$ cat src/rtl/bus_pkg.sv
// Shared bus command encoding, UART register offsets and serializer state type.
// Used by the CPU bus slaves and their testbenches.
package bus_pkg;

    typedef enum logic [1:0] {
        bus_cmd_nop   = 2'd0,
        bus_cmd_read  = 2'd1,
        bus_cmd_write = 2'd2
    } bus_cmd_t;

    localparam logic [1:0] UART_DATA_OFS   = 2'd0;
    localparam logic [1:0] UART_STATUS_OFS = 2'd1;

    typedef enum logic [1:0] {
        IDLE  = 2'd0,
        START = 2'd1,
        DATA  = 2'd2,
        STOP  = 2'd3
    } uart_state_t;

    // STATUS layout: occupancy in [15:8], busy in [1], full in [0].
    function automatic logic [15:0] uart_status_word(input logic       full,
                                                     input logic       busy,
                                                     input logic [7:0] occ);
        return {occ, 6'b000000, busy, full};
    endfunction

endpackage

$ cat src/rtl/bus_uart_tx_sync_fifo.sv
// Generic synchronous FIFO, registered count; push ignored when full, pop ignored when empty.
// Head data is presented combinationally from storage; push and pop may share an edge.
module sync_fifo #(
    parameter int WIDTH = 8,
    parameter int DEPTH = 4
) (
    input  logic                   clk,
    input  logic                   reset,
    input  logic                   push_i,
    input  logic [WIDTH-1:0]       push_dat_i,
    input  logic                   pop_i,
    output logic [WIDTH-1:0]       pop_dat_o,
    output logic                   full_o,
    output logic                   empty_o,
    output logic [$clog2(DEPTH):0] count_o
);

    localparam int AW = $clog2(DEPTH);

    logic [WIDTH-1:0] mem_q [DEPTH];
    logic [AW-1:0]    wr_ptr_q;
    logic [AW-1:0]    rd_ptr_q;
    logic [AW:0]      count_q;
    logic             push_ok;
    logic             pop_ok;

    assign full_o    = (count_q == (AW+1)'(DEPTH));
    assign empty_o   = (count_q == '0);
    assign count_o   = count_q;
    assign pop_dat_o = mem_q[rd_ptr_q];

    // Acceptance uses registered occupancy, so a full FIFO refuses a push even when popping.
    assign push_ok = push_i && !full_o;
    assign pop_ok  = pop_i && !empty_o;

    always_ff @(posedge clk) begin
        if (reset) begin
            wr_ptr_q <= '0;
            rd_ptr_q <= '0;
            count_q  <= '0;
        end else begin
            if (push_ok) begin
                wr_ptr_q <= wr_ptr_q + 1'b1;
            end
            if (pop_ok) begin
                rd_ptr_q <= rd_ptr_q + 1'b1;
            end
            case ({push_ok, pop_ok})
                2'b10:   count_q <= count_q + 1'b1;
                2'b01:   count_q <= count_q - 1'b1;
                default: count_q <= count_q;
            endcase
        end
    end

    always_ff @(posedge clk) begin
        if (push_ok) begin
            mem_q[wr_ptr_q] <= push_dat_i;
        end
    end

endmodule

$ cat src/rtl/bus_uart_tx.sv
// Toggle-handshake bus slave that queues bytes and serializes them 8N1 on tx.
// Bus latency 1 edge; DATA writes to a full FIFO stall (done withheld) until a pop frees space.
module bus_uart_tx
    import bus_pkg::*;
#(
    parameter int CLKS_PER_BIT = 16,
    parameter int FIFO_DEPTH   = 4
) (
    input  logic        clk,
    input  logic        reset,
    input  logic [15:0] addr,
    input  logic [1:0]  cmd,
    input  logic        run,
    input  logic [15:0] wr_data,
    output logic [15:0] rd_data,
    output logic        done,
    output logic        tx
);

    localparam int BW = $clog2(CLKS_PER_BIT);
    localparam int CW = $clog2(FIFO_DEPTH) + 1;
    localparam logic [BW-1:0] BAUD_LAST = BW'(CLKS_PER_BIT - 1);

    uart_state_t state_q, state_d;
    logic [BW-1:0] baud_q, baud_d;
    logic [2:0]    bit_q, bit_d;
    logic [7:0]    shift_q, shift_d;
    logic          tx_q, tx_d;
    logic          done_q, done_d;
    logic [15:0]   rd_data_q, rd_data_d;

    logic          fifo_push;
    logic          fifo_pop;
    logic [7:0]    fifo_head;
    logic          fifo_full;
    logic          fifo_empty;
    logic [CW-1:0] fifo_count;
    logic          pending;
    logic          busy;
    logic          baud_wrap;
    bus_cmd_t      cmd_e;
    logic          unused_bits;

    assign unused_bits = ^{addr[15:2], wr_data[15:8]};

    sync_fifo #(
        .WIDTH(8),
        .DEPTH(FIFO_DEPTH)
    ) u_fifo (
        .clk       (clk),
        .reset     (reset),
        .push_i    (fifo_push),
        .push_dat_i(wr_data[7:0]),
        .pop_i     (fifo_pop),
        .pop_dat_o (fifo_head),
        .full_o    (fifo_full),
        .empty_o   (fifo_empty),
        .count_o   (fifo_count)
    );

    assign pending   = (run != done_q);
    assign cmd_e     = bus_cmd_t'(cmd);
    assign busy      = !fifo_empty || (state_q != IDLE);
    assign baud_wrap = (baud_q == BAUD_LAST);

    always_comb begin
        done_d    = done_q;
        rd_data_d = rd_data_q;
        fifo_push = 1'b0;
        if (pending) begin
            case (cmd_e)
                bus_cmd_read: begin
                    done_d = ~done_q;
                    if (addr[1:0] == UART_STATUS_OFS) begin
                        rd_data_d = uart_status_word(fifo_full, busy, 8'(fifo_count));
                    end else begin
                        rd_data_d = '0;
                    end
                end
                bus_cmd_write: begin
                    if (addr[1:0] == UART_DATA_OFS) begin
                        // Holding done back is the stall the CPU sees.
                        if (!fifo_full) begin
                            fifo_push = 1'b1;
                            done_d    = ~done_q;
                        end
                    end else begin
                        done_d = ~done_q;
                    end
                end
                default: begin
                    done_d = ~done_q;
                end
            endcase
        end
    end

    always_ff @(posedge clk) begin
        if (reset) begin
            done_q    <= 1'b0;
            rd_data_q <= '0;
        end else begin
            done_q    <= done_d;
            rd_data_q <= rd_data_d;
        end
    end

    always_ff @(posedge clk) begin
        if (reset) begin
            state_q <= IDLE;
            baud_q  <= '0;
            bit_q   <= '0;
            shift_q <= '0;
            tx_q    <= 1'b1;
        end else begin
            state_q <= state_d;
            baud_q  <= baud_d;
            bit_q   <= bit_d;
            shift_q <= shift_d;
            tx_q    <= tx_d;
        end
    end

    always_comb begin
        state_d  = state_q;
        baud_d   = baud_q;
        bit_d    = bit_q;
        shift_d  = shift_q;
        fifo_pop = 1'b0;
        case (state_q)
            IDLE: begin
                baud_d = '0;
                if (!fifo_empty) begin
                    fifo_pop = 1'b1;
                    shift_d  = fifo_head;
                    state_d  = START;
                end
            end
            START: begin
                if (baud_wrap) begin
                    baud_d  = '0;
                    bit_d   = '0;
                    state_d = DATA;
                end else begin
                    baud_d = baud_q + 1'b1;
                end
            end
            DATA: begin
                if (baud_wrap) begin
                    baud_d  = '0;
                    shift_d = {1'b0, shift_q[7:1]};
                    bit_d   = bit_q + 3'd1;
                    if (bit_q == 3'd7) begin
                        state_d = STOP;
                    end
                end else begin
                    baud_d = baud_q + 1'b1;
                end
            end
            STOP: begin
                if (baud_wrap) begin
                    baud_d = '0;
                    // Chaining straight into START keeps queued frames contiguous.
                    if (!fifo_empty) begin
                        fifo_pop = 1'b1;
                        shift_d  = fifo_head;
                        state_d  = START;
                    end else begin
                        state_d = IDLE;
                    end
                end else begin
                    baud_d = baud_q + 1'b1;
                end
            end
            default: begin
                state_d = IDLE;
                baud_d  = '0;
            end
        endcase
    end

    always_comb begin
        tx_d = 1'b1;
        case (state_d)
            START:   tx_d = 1'b0;
            DATA:    tx_d = shift_d[0];
            default: tx_d = 1'b1;
        endcase
    end

    assign tx      = tx_q;
    assign done    = done_q;
    assign rd_data = rd_data_q;

endmodule

$ cat config.mk
export PLATFORM = sky130hd
export DESIGN_NAME = bus_uart_tx
export DESIGN_NICKNAME = d
export VERILOG_FILES = /design/src/rtl/bus_pkg.sv /design/src/rtl/bus_uart_tx_sync_fifo.sv /design/src/rtl/bus_uart_tx.sv
export SDC_FILE = /design/constraint.sdc
export NUM_CORES = 1
export LEC_CHECK = 0
export CAP_MARGIN = 40
export CORE_ASPECT_RATIO = 0.75
export CORE_UTILIZATION = 30
export DETAILED_ROUTE_END_ITERATION = 8
export PLACE_DENSITY = 0.49
export SLEW_MARGIN = 20
export SYNTH_ARGS = -nofsm -noshare
export SYNTH_HDL_FRONTEND = slang
export SYNTH_SLANG_ARGS = --single-unit
$ cat constraint.sdc
create_clock -name clk -period 5.8 [get_ports clk]
set_clock_uncertainty 0.2 [all_clocks]
set_input_delay 1.74 -clock clk [delete_from_list [all_inputs] [get_ports clk]]
set_output_delay 1.74 -clock clk [all_outputs]
set_load 0.03 [all_outputs]
# == Word level (Yosys, flattened, before mapping) ==
# Memory sizes are Yosys's and may differ from the RTL's. A register that Yosys moved wholly into a read port is not among the register bits.
# Cells that the tools add are included.
# word_totals
memories,1
register_bits,42
wordCells,87
output_inout_bits,18
mem_bits_rw,32
# classes
n_bitwise,1
eq_ne,18
n_addsub,6
reduce_logical,17
mux,33
# mem_list
memory,depth,word_bits,read_ports,rd_ports_with_merged_regs,write_ports,line,text
u_fifo.mem_q,4,8,1,1,1,bus_uart_tx_sync_fifo.sv:20,logic [WIDTH-1:0] mem_q [DEPTH];
# op_table
cell,n
$mux W8,3
$pmux W8 S3,1
$mux W2,7
$mux W1,12
$pmux W3 S2,2
$mux W11,1
$eq A2 B1 Y1 const B,5
$eq A2 B2 Y1 const B,5
$pmux W2 S4,1
$pmux W4 S2,1
$add A3 B1 Y3 const B,2
$eq A3 B3 Y1 const B,2
$mux W3,2
$ne A2 B2 Y1 const B,3
$reduce_and A3 Y1,2
$reduce_bool A2 Y1,3
$add A2 B1 Y2 const B,2
$add A4 B1 Y4 const B,1
$eq A4 B4 Y1 const B,1
$logic_not A2 Y1,2
$mux W4,1
$pmux W1 S2,2
$reduce_and A2 Y1,2
$logic_not A3 Y1,1
other kinds (9),11

# == Depth between registers and ports, before layout ==
# Gate-level depths: netlist of run 1.
# logic_depth
word_depth,8
mapped_depth,11

# == Modules after synthesis ==
# A second synthesis of run 1 with hierarchy kept.
# unflattened
cells_unflattened,253
area_unflattened_um2,3032.9
# by_module_without_submodules
module,n_inst,area_each_um2,cells_per_inst
sync_fifo,1,1635.3,96
bus_uart_tx,1,1397.6,157

# == Worst setup path before layout of run 1 ==
# Ideal clock, no wire load.
# synth_path
path_kind,input-to-reg
startpoint,input port addr[0]
endpoint,"register u_fifo.count_q[2], in the netlist u_fifo.count_o[2]"
path_stages,10
setup_time_ns,0.071
arrival_ns,3.420
slack_ns,2.109
cell_sequence,nor4b_1 > and3_1 > clkbuf_1 > inv_1 > ha_1 > inv_1 > fa_1 > xor2_1 > or3_1 > a21oi_1
# synth_between
elab_chain_len,7
word_cells_on_any_way,9
cone_classes,eq/ne (2); mux (4); reduce/logical (3)
# synth_lines
item,line,text
from (decl),bus_uart_tx.sv:11,"input logic [15:0] addr,"
$logic_not A2 Y1 (*),bus_uart_tx.sv:81,if (addr[1:0] == UART_DATA_OFS) begin
$mux W1 (*),bus_uart_tx.sv:81,
$mux W1 (*),bus_uart_tx.sv:71,case (cmd_e)
$mux W1 (*),bus_uart_tx.sv:70,if (pending) begin
$logic_and A1 B1 Y1 (*),bus_uart_tx_sync_fifo.sv:33,assign push_ok = push_i && !full_o;
$eq A2 B1 Y1 / $eq A2 B2 Y1 (equally long branches),bus_uart_tx_sync_fifo.sv:48,"case ({push_ok, pop_ok})"
$pmux W3 S2 / $reduce_bool A2 Y1 (equally long branches),n/a,
to (signal assigned),bus_uart_tx_sync_fifo.sv:49,2'b10: count_q <= count_q + 1'b1;
to (signal assigned),bus_uart_tx_sync_fifo.sv:50,2'b01: count_q <= count_q - 1'b1;
to (signal assigned),bus_uart_tx_sync_fifo.sv:51,default: count_q <= count_q;
to (decl),bus_uart_tx_sync_fifo.sv:23,logic [AW:0] count_q;
# Mark *: on every way between the ends. The rest lies on a longest branch, timed or not.
# A chain may end at the register's enable or synchronous reset.

# == Final worst setup path of run 1 ==
# layout_path
startpoint,input port cmd[1]
endpoint,"register u_fifo.count_q[2], in the netlist u_fifo.count_o[2]"
# layout_between
elab_chain_len,6
word_cells_on_any_way,8
cone_classes,eq/ne (3); mux (3); reduce/logical (2)
# layout_lines
item,line,text
from (decl),bus_uart_tx.sv:12,"input logic [1:0] cmd,"
$eq A2 B2 Y1 (*),bus_uart_tx.sv:71,
$mux W1 (*),bus_uart_tx.sv:71,
$mux W1 (*),bus_uart_tx.sv:70,
$logic_and A1 B1 Y1 (*),bus_uart_tx_sync_fifo.sv:33,
$eq A2 B1 Y1 / $eq A2 B2 Y1 (equally long branches),bus_uart_tx_sync_fifo.sv:48,
$pmux W3 S2 / $reduce_bool A2 Y1 (equally long branches),n/a,
# Marked as above.

==> impl_metrics.yaml, run 1 <==
timing:
  period_share_pct: 67.71
  setup_tns_ps: 0
  fin_ws_ps: 1873
  rsz0062_at_grt: "false"
  setup_violations: 0
  layout_min_cycle_time_ps: 3927
  hold_ws_ps: 250.0
  fmax_mhz: 254.7
  hold_violations: 0
  finalMaxSlewViolations: 0
cts:
  cts_sinks: 65
  clkTransAtPathRegs_ps: 50
  insertion_delay_ps: 330
  htree_levels: 3
  clockBufferDepth: 2
  clock-root-buffer: "clkbuf_16"
  cts_setup_buffers: 0
  cts_tree: "yes"
  ctsHoldBuffers: 0
  post_cts_resized: 0
  cts_buffers: 9
setup_path:
  cpMostUsedCell: "inv_1"
  cpLargestDelayFamily: "simple AND/OR/NAND/NOR gates"
  path_class: "input port to register"
  critPathSlowestCell: "clkdlybuf4s50_1"
  cp.required_ps: 5860
  ff2ff_path_depth: 9
  crit_cells: 10
  r2r_start: "state_q[1]"
  start_kind: "input port"
  r2r_setup_slack_ps: 2900
  cp-startpoint: "cmd[1]"
  slowest_delay_ps: 480
  cp-endpoint: "u_fifo.count_o[2]"
  crit_fanout: 7
  critical_path_buf_inv_count: 3
  timing.rr.end: "u_fifo.count_o[2]"
  cp.arrival_ps: 3990
  path_cells: "clkdlybuf4s50_1 -> nor4b_1 -> and3_1 -> inv_1 -> ha_1 -> inv_1 -> fa_1 -> xor2_1 -> or3_1 -> a21oi_1"
  end_kind: "register"
floorplan:
  initial_utilization_pct: 30.81
  io_pins: 55
  die_x_um: 117.0
  core_mm2: 0.009658
  die_h_um: 88.25
  dieArea_mm2: 0.01032
  rows: 31
power:
  powerDensity_mw_per_mm2: 392.2
  finalPower_mw: 1.410
  max-vdd-ir-drop_uv: 136.5
  leakage_nw: 1.247
global_route:
  grt_max_degree: 29
  grt_usage_pct: 11.67
  grt_remaining_overflow: 0
  grt_pass1_wl_um: 8735
  antenna_found_initial: 0
  grt_pass1_vias: 1762
yosys:
  synth_top_cell_area_share_pct: 32.30
  synth.distinct_cells: 52
  avgSynthCellArea_um2: 12.61
  synth_edf_count: 32
  syn_inst: 236
  synth_flop_cell: "dfxtp_1"
  synth_area_leader_cell: "edfxtp_1"
  ys_warn_count: 0
  synth.cell_area_mm2: 0.002975
  ys_async_sr_fraction_pct: 0
  synthTopCellsByArea: "edfxtp_1 32%, dfxtp_1 22%, mux4_1 6.2%"
  ys_seq_elements: 65
  yosysSeqAreaShare_pct: 54.50
detailed_routing:
  vias: 1844
  drt_iter0_drc: 68
  drc_errors: 0
  wirelength_um: 5257
  viasPerCell: 4.645
  wl_per_cell_um: 13.24
  firstDrtPassIters: 4
  ant_nets: 0
final_layout:
  final_cell_mix: "33 x dfxtp_1, 32 x edfxtp_1, 28 x nor2_1, 21 x clkdlybuf4s50_1, 13 x ha_1"
  stdcell_count: 397
  fin_util_pct: 37.23
  drive_above_1_share_pct: 10.19
  fin_area_mm2: 0.003596
  area_growth_pct: 20.86
  layout_commonest_cell: "dfxtp_1"
  num_antenna_cells: 0
  fin_nets: 311
placed_design:
  port_buffers: 21
  gp_congestion: 0.7171
  dp_hpwl_um: 3618
  dpl_cell_area_mm2: 0.003273
  pre_cts_ws_ps: 1500
  dp.cells: 381
hold_path:
  min_path_type: "register to register"
  hold_path_depth: 2
run:
  max_cap_viol_count: 0
run_status:
  status: "finished clean"
-- cell type report --
| class | instances | area (um2) |
|---|---|---|
| tap | 132 | 165.2 |
| fill | 952 | 6062 |
| clock buffer | 11 | 242.7 |
| multi-input combinational | 153 | 1235 |
| timing repair buffer | 22 | 217.7 |
| clock inverter | 5 | 80.08 |
| sequential | 65 | 1622 |
| inverter | 9 | 33.78 |
-- worst min path at each step --
stage	from	end	slack, ps
after floorplan	shift_q[1]	shift_q[1]	230
after global placement	rd_data[10]	rd_data[10]	240
after detailed placement	rd_data[0]	rd_data[0]	250
after CTS	rd_data[0]	rd_data[0]	250
after global routing	baud_q[0]	baud_q[0]	280
final	rd_data[0]	rd_data[0]	250
-- power breakdown --
part	switching, mW	total, mW	internal (mW)
sequential	0.0396	0.560	0.520
combinational	0.157	0.280	0.123
clock	0.184	0.570	0.387
-- flip-flops by register name, indices dropped and copies added, names as in the netlist, named ones only --
name             count
baud_q               4
bit_q                3
done                 1
rd_data              5
shift_q              8
state_q              2
tx                   1
u_fifo.count_o       3
u_fifo.mem_q        32
u_fifo.rd_ptr_q      2
u_fifo.wr_ptr_q      2
-- worst reg2reg max path, cell delays in order (launching register included) --
cell,delay (ps)
dfxtp_1,440
ha_1,320
a41oi_2,300
nor3_2,310
ha_1,240
inv_1,60
fa_1,370
xor2_1,160
or3_1,300
a21oi_1,130
-- per-layer routing --
metal / wire length, um / global-route usage [%]
met3: 181 / 4.521
met1: 2677 / 15.05
met5: 0 / 0
met4: 74 / 5.869
met2: 2323 / 17.11
-- cell families after synthesis --
logic type	Yosys count	synth area share (%)
xor+xnor	8	2.355
mux	12	8.410
buf+inv	28	5.256
other cells	1	0.1260
simple gates	68	12.62
compound gates	40	10.60
flops	65	54.50
fa+ha+maj	14	6.140
-- cell usage after synthesis, types with 3 or more instances --
cell type / n
a21oi_1: 10
o21ai_0: 4
buf_4: 11
nand2_1: 8
clkbuf_1: 4
xnor2_1: 3
a221o_1: 5
xor2_1: 5
ha_1: 13
edfxtp_1: 32
mux4_1: 7
mux2i_1: 3
nand3_1: 6
and2_1: 4
inv_1: 9
nor2_1: 28
dfxtp_1: 33
a22oi_1: 10
No activity file was read; power rests on OpenSTA's default activity.
==> inputs of run 2 (changes only) <==
Settings changed: PLACE_DENSITY 0.49 to 0.51.
Clock period 5.8 ns to 3.6 ns, I/O delays scaled along.
==> impl_metrics.yaml, run 2 (synthesis gave the netlist of run 1 again) <==
cts:
  insertion_delay_ps: 330
  htree_levels: 3
  cts_sinks: 65
  ctsHoldBuffers: 0
  cts_setup_buffers: 0
  cts_tree: "yes"
  clock-root-buffer: "clkbuf_16"
  clkTransAtPathRegs_ps: 50
  post_cts_resized: 0
  cts_buffers: 9
  clockBufferDepth: 2
detailed_routing:
  drc_errors: 0
  drt_iter0_drc: 92
  vias: 1836
  wl_per_cell_um: 13.30
  wirelength_um: 5292
  ant_nets: 0
  viasPerCell: 4.613
  firstDrtPassIters: 4
setup_path:
  cp-endpoint: "u_fifo.count_o[2]"
  start_kind: "input port"
  r2r_start: "state_q[1]"
  ff2ff_path_depth: 9
  cp.required_ps: 3660
  end_kind: "register"
  cp.arrival_ps: 3120
  timing.rr.end: "u_fifo.count_o[2]"
  path_class: "input port to register"
  r2r_setup_slack_ps: 710
  crit_fanout: 2
  cp-startpoint: "addr[1]"
timing:
  hold_violations: 0
  fmax_mhz: 326.3
  setup_tns_ps: 0
  layout_min_cycle_time_ps: 3065
  rsz0062_at_grt: "false"
  setup_violations: 0
  period_share_pct: 85.14
  fin_ws_ps: 535.0
  finalMaxSlewViolations: 0
run_status:
  status: "finished clean"
final_layout:
  largest_register_ffs: 32
  fin_area_mm2: 0.003582
  n_fill_cell: 931
  area_growth_pct: 20.40
  drive_above_1_share_pct: 10.90
  num_antenna_cells: 0
  fin_nets: 312
  regMostFlops: "u_fifo.mem_q"
  layout_commonest_cell: "dfxtp_1"
  final_cell_mix: "33 x dfxtp_1, 32 x edfxtp_1, 28 x nor2_1, 21 x clkdlybuf4s50_1, 13 x ha_1"
placed_design:
  dpl_cell_area_mm2: 0.003281
  port_buffers: 21
  pre_cts_ws_ps: 197.0
  gp_congestion: 0.7592
  dp_hpwl_um: 3578
global_route:
  grt_usage_pct: 11.80
  antenna_found_initial: 0
  grt_remaining_overflow: 0
  grt_pass1_wl_um: 8845
  grt_max_degree: 26
  grt_pass1_vias: 1743
floorplan:
  rows: 31
  dieArea_mm2: 0.01032
  initial_utilization_pct: 30.81
  core_mm2: 0.009658
  io_pins: 55
  die_x_um: 117.0
  die_h_um: 88.25
run:
  max_cap_viol_count: 0
hold_path:
  hold_path_depth: 2
  min_path_type: "register to register"
power:
  max-vdd-ir-drop_uv: 255.7
  leakage_nw: 1.243
  powerDensity_mw_per_mm2: 621.8
  finalPower_mw: 2.227
-- run 2: per-stage QoR --
step / utilization, % / instances / hold WS (ps)
global placement: 33.97 / 382 / 244.7
floorplan: - / 246 / 229.9
finish: 37.09 / 398 / 253.3
CTS: 37.09 / 398 / 255.2
global route: 37.09 / 398 / 282.7
detailed placement: 33.97 / 382 / 247.8
-- run 2: critical path, stage by stage --
cell and delay [ps]:
clkdlybuf4s50_1 430, nor4b_1 370, and3_1 250, inv_1 50, ha_1 190, inv_1 70
fa_1 170, xor2_1 70, or3_1 300, a21oi_1 140
-- run 2: worst min-delay path by stage --
| stage | start | end |
|---|---|---|
| final | rd_data[0] | rd_data[0] |
| after CTS | shift_q[1] | shift_q[1] |
| after detailed placement | shift_q[1] | shift_q[1] |
| after floorplan | shift_q[1] | shift_q[1] |
| after global placement | rd_data[10] | rd_data[10] |
| after global routing | rd_data[0] | rd_data[0] |
-- run 2: layout make-up --
| class | count | area (um2) | share of cell area [%] |
|---|---|---|---|
| Clock buffer | 9 | 225.2 | 6.287 |
| Tap cell | 132 | 165.2 | 4.611 |
| Inverter | 9 | 33.78 | 0.9431 |
| Timing Repair Buffer | 23 | 225.2 | 6.287 |
| Clock inverter | 7 | 76.32 | 2.131 |
| Multi-Input combinational cell | 153 | 1235 | 34.47 |
| Sequential cell | 65 | 1622 | 45.27 |
-- run 2: power breakdown --
part,internal [mW],switching [mW],leakage [nW]
clock network,0.541,0.334,0.144
logic,0.198,0.252,0.543
registers,0.838,0.0643,0.555
-- run 2: per-layer routing --
layer  vias up  wire length, um  track usage [%]
met2        29             2398            17.86
met3         7              152            3.904
li1        910                -                -
met1       890             2639            15.23
met5         -                0                0
met4         0              102            5.869
==> inputs of run 3 (changes only) <==
Settings changed: CORE_MARGIN from default to 8, PLACE_DENSITY 0.51 to default.
==> impl_metrics.yaml, run 3 (synthesis gave the netlist of run 1 again) <==
run_status:
  status: "finished clean"
detailed_routing:
  wirelength_um: 5240
  drc_errors: 0
  ant_nets: 0
  viasPerCell: 4.573
  wl_per_cell_um: 13.17
  vias: 1820
  firstDrtPassIters: 4
  drt_iter0_drc: 91
setup_path:
  path_class: "input port to register"
  cp.required_ps: 3660
  cp.arrival_ps: 3140
  crit_fanout: 3
  end_kind: "register"
  start_kind: "input port"
floorplan:
  core_mm2: 0.009658
  rows: 31
  io_pins: 55
  dieArea_mm2: 0.01339
  initial_utilization_pct: 30.81
  die_h_um: 102.2
  die_x_um: 131.0
power:
  p_switching_mw: 0.6480
  leakage_nw: 1.246
  p_clk_share_pct: 39.5
  max-vdd-ir-drop_uv: 249.7
  power_frac_comb_pct: 20.1
  powerDensity_mw_per_mm2: 622.1
  switching_share_pct: 29.04
  seqPwrFrac_pct: 40.4
  p_int_mw: 1.584
cts:
  ctsHoldBuffers: 0
  cts_buffers: 9
  htree_levels: 3
  clock-root-buffer: "clkbuf_16"
  cts_setup_buffers: 0
  post_cts_resized: 0
  insertion_delay_ps: 330
  clkTransAtPathRegs_ps: 60
  clockBufferDepth: 2
  cts_tree: "yes"
  cts_sinks: 65
final_layout:
  regMostFlops: "u_fifo.mem_q"
  stdcell_count: 398
  final_cell_mix: "33 x dfxtp_1, 32 x edfxtp_1, 28 x nor2_1, 21 x clkdlybuf4s50_1, 13 x ha_1"
  fin_nets: 312
  largest_register_ffs: 32
  drive_above_1_share_pct: 11.28
  layout_commonest_cell: "dfxtp_1"
  num_antenna_cells: 0
  area_growth_pct: 20.56
global_route:
  grt_remaining_overflow: 0
  grt_pass1_wl_um: 8659
  antenna_found_initial: 0
  grt_max_degree: 26
  grt_usage_pct: 8.557
  grt_pass1_vias: 1703
timing:
  hold_violations: 0
  setup_violations: 0
  finalMaxSlewViolations: 0
  layout_min_cycle_time_ps: 3077
  rsz0062_at_grt: "false"
  fmax_mhz: 325.0
  period_share_pct: 85.47
  setup_tns_ps: 0
placed_design:
  dp.cells: 382
  port_buffers: 21
  gp_congestion: 0.7875
  dp_hpwl_um: 3747
hold_path:
  min_path_type: "register to register"
run:
  max_cap_viol_count: 0
==> run 3: layer usage <==
layer | global-route usage (%) | up-vias | share of wire [%] | routed length (um)
met1 | 10.38 | 856 | 45 | 2358
li1 | - | 908 | - | -
met4 | 4.485 | 0 | 2.4 | 125
met5 | 0 | - | 0 | 0
met2 | 12.93 | 45 | 47 | 2437
met3 | 3.285 | 11 | 6.1 | 319
==> run 3: power by group through the flow <==
| stage | logic, mW | clock network, mW | registers [mW] |
|---|---|---|---|
| global placement | 0.441 | 0 | 0.916 |
| global route | 0.504 | 0.934 | 0.913 |
| CTS | 0.451 | 0.897 | 0.903 |
| detailed placement | 0.449 | 0 | 0.918 |
| floorplan | 0.371 | 0 | 0.901 |
| finish | 0.448 | 0.882 | 0.902 |
==> run 3: final cells by class <==
| type | count | area (um2) |
|---|---|---|
| fill | 913 | 6071 |
| sequential | 65 | 1622 |
| multi-input combinational | 153 | 1235 |
| clock buffer | 9 | 225.2 |
| timing repair buffer | 23 | 225.2 |
| tap | 132 | 165.2 |
| clock inverter | 7 | 81.33 |
| inverter | 9 | 33.78 |
==> run 3: through the flow <==
stage	utilization, %	total power, mW	setup WS, ps	cell area [um2]	hold slack (ps)
floorplan	-	1.272	569.2	3013	229.9
global placement	33.97	1.357	204.2	3281	242.7
detailed placement	33.97	1.367	163.8	3281	251.6
CTS	37.14	2.251	499.7	3587	260.7
global route	37.14	2.351	312.2	3587	278.5
finish	37.14	2.232	523.2	3587	258.6
==> run 3: worst paths after layout <==
path                                          end  depth (start not counted)  startpoint  slack [ps]
worst max-delay path            u_fifo.count_o[2]                         10      cmd[1]         520
worst min-delay path                   rd_data[9]                          2  rd_data[9]         260
worst max register to register  u_fifo.count_o[2]                          9  state_q[1]         680
worst min register to register         rd_data[9]                          2  rd_data[9]         260
==> run 3: worst max-delay path, cell delays in order <==
cell and delay, ps:
clkdlybuf4s50_1 480, nor4b_1 330, and3_1 250, inv_1 50, ha_1 200, inv_1 70, fa_1 170, xor2_1 70
or3_1 300, a21oi_1 130
==> RTL edit (flow settings as in run 2) <==
`rd_data_q` no longer has a reset.
--- a/src/rtl/bus_uart_tx.sv
+++ b/src/rtl/bus_uart_tx.sv
@@ -98,11 +98,13 @@
     always_ff @(posedge clk) begin
         if (reset) begin
             done_q    <= 1'b0;
-            rd_data_q <= '0;
         end else begin
             done_q    <= done_d;
-            rd_data_q <= rd_data_d;
         end
+    end
+
+    always_ff @(posedge clk) begin
+        rd_data_q <= rd_data_d;
     end
 
     always_ff @(posedge clk) begin
Formal check against the unedited RTL: differs if reset is asserted again (counterexample within 4 cycles, from zero or initial values and one cycle with reset high); with reset held inactive, the same outputs for 10 cycles.
==> RTL edit against run 2 <==
- synthesized area grew 1.9%
- power grew 0.32%
- sequential power grew 0.7%
- sequential cell count is the same
- via count grew 1.2%
- setup slack lost 0.089 ns
- routed wire length shrank 0.64%
- count of clock-buffer cells in the layout is the same
- fmax shrank 2.8%
- first-iteration DRC count shrank 30%
- sequential share of layout area grew 1.1 points
- critical path depth shrank 1
- cell area grew 0.59%
- critical endpoint unchanged
==> RTL edit: results (changes against run 2) <==
First DRT Iteration DRCs: 64 (-30%)
Clock transition at path regs: 0.06 ns
dpl hpwl: 3640 um (+1.7%)
asr flop ratio synth: 0% (unchanged)
Tightest Pin Transition: 0.610 ns
layout cell share with drive strength beyond 1: 9.39% (-1.5 points)
initial antenna violation count: 0 (unchanged)
top post-synthesis cells by count: edfxtp_1, dfxtp_1, nor2_1
reg-to-reg setup timing slack: 0.45 ns (-0.26 ns)
Worst Hold Class: reg -> reg
EDFF count, synth: 37 (+16%)
critical path's largest stage delay: 0.49 ns (+0.06 ns)
PostCTS Resize Cnt: 0 (unchanged)
largest fanout on the critical path: 9 (+7)
# hold bufs at CTS: 0 (unchanged)
clk buf depth: 2 (unchanged)
Worst Path Arrival: 3.21 ns (+0.09 ns)
Critical-path top delay cell: nor3_1
outcome: finished, final reports clean
Largest register FFs: 32 (unchanged)
via count: 1,858 (+1.2%)
sequential area share after synthesis: 55.2% (+0.66 points)
final hold slack: 0.260 ns (+0.00685 ns)
Unique masters post-synth: 48 (-7.7%)
Leak Pwr: 1.28 nW (+3.2%)
Post-CTS Setup Inserts: 0 (unchanged)
crit-path leading delay family: adder cells
total routed wirelength: 5260 um (-0.64%)
antenna cell count: 0 (unchanged)
clock latency on the worst-skew pair: 0.33 ns (about the same)
drt pass-1 iters: 4 (unchanged)
first-pass GRT wire length: 8730 um (-1.3%)
CTS root buffer: clkbuf_16
maximum vdd drop: 0.206 mV (-19%)
count of input and output buffers: 21 (unchanged)
final net count: 323 (+3.5%)
number of global-route vias before repair: 1,713 (-1.7%)
Top reg by flops: u_fifo.mem_q
ys flop type: edfxtp_1
total CTS buffers: 9 (unchanged)
Overflow after GRT: 0 (unchanged)
Area contributors post-synth: edfxtp_1, dfxtp_1, mux4_1, ha_1, buf_4
GRT Total Usage: 11.0% (-0.77 points)
gpl congestion: 0.688 (-9.4%)
Clock H-tree levels: 3 (unchanged)
largest net degree at the start of global routing: 16 (-38%)
YS warnings: 0 (unchanged)
FILL cells: 968 (+4.0%)
## RTL edit: cell families after synthesis
logic type                 synth area share (%)
adders and majority gates                  6.03
muxes                                      7.80
DFF                                        55.2
xor gates and xnor gates                   2.31
buffers and inverters                      7.02
AOI/OAI and AO/OA                          9.62
other                                     0.124
and+or+nand+nor                            11.9
## RTL edit: per-layer routing
layer / global-route usage (%) / wire length (um) / vias to the layer above
met5: 0 / 0 / -
met2: 16.7 / 2320 / 40
met4: 4.20 / 59 / 0
li1: - / - / 942
met1: 14.7 / 2700 / 871
met3: 3.83 / 186 / 5
## RTL edit: area by class of cell
class                           count  area, sq um  area share, %
Tap cell                          132          165           4.58
Sequential cell                    65         1670           46.4
Multi-Input combinational cell    162         1180           32.8
Inverter                            9         33.8          0.937
Clock buffer                        9          225           6.25
Clock inverter                      7         83.8           2.33
Timing Repair Buffer               25          240           6.67
## RTL edit: path summary, 6_finish.rpt
path	startpoint	end	depth (start not counted)
worst max-delay path	state_q[0]	u_fifo.count_o[2]	9
worst min-delay path	bit_q[1]	bit_q[1]	2
worst max register to register	state_q[0]	u_fifo.count_o[2]	9
worst min register to register	bit_q[1]	bit_q[1]	2
## RTL edit: metrics by stage
step / instance area, sq um / std cells / util (%) / setup WS, ns
6_report: 3600 / 409 / 37.0 / 0.446
2_1_floorplan: 3070 / 259 / - / 0.570
4_1_cts: 3600 / 409 / 37.0 / 0.448
3_3_place_gp: 3290 / 392 / 33.8 / 0.221
5_1_grt: 3600 / 409 / 37.0 / 0.155
3_5_place_dp: 3290 / 393 / 33.8 / 0.164
## RTL edit: power by group
part | internal (mW) | switching, mW | leakage [nW]
combinational | 0.192 | 0.245 | 0.571
clock | 0.550 | 0.340 | 0.149
sequential | 0.851 | 0.0570 | 0.563
total | 1.59 | 0.642 | 1.28
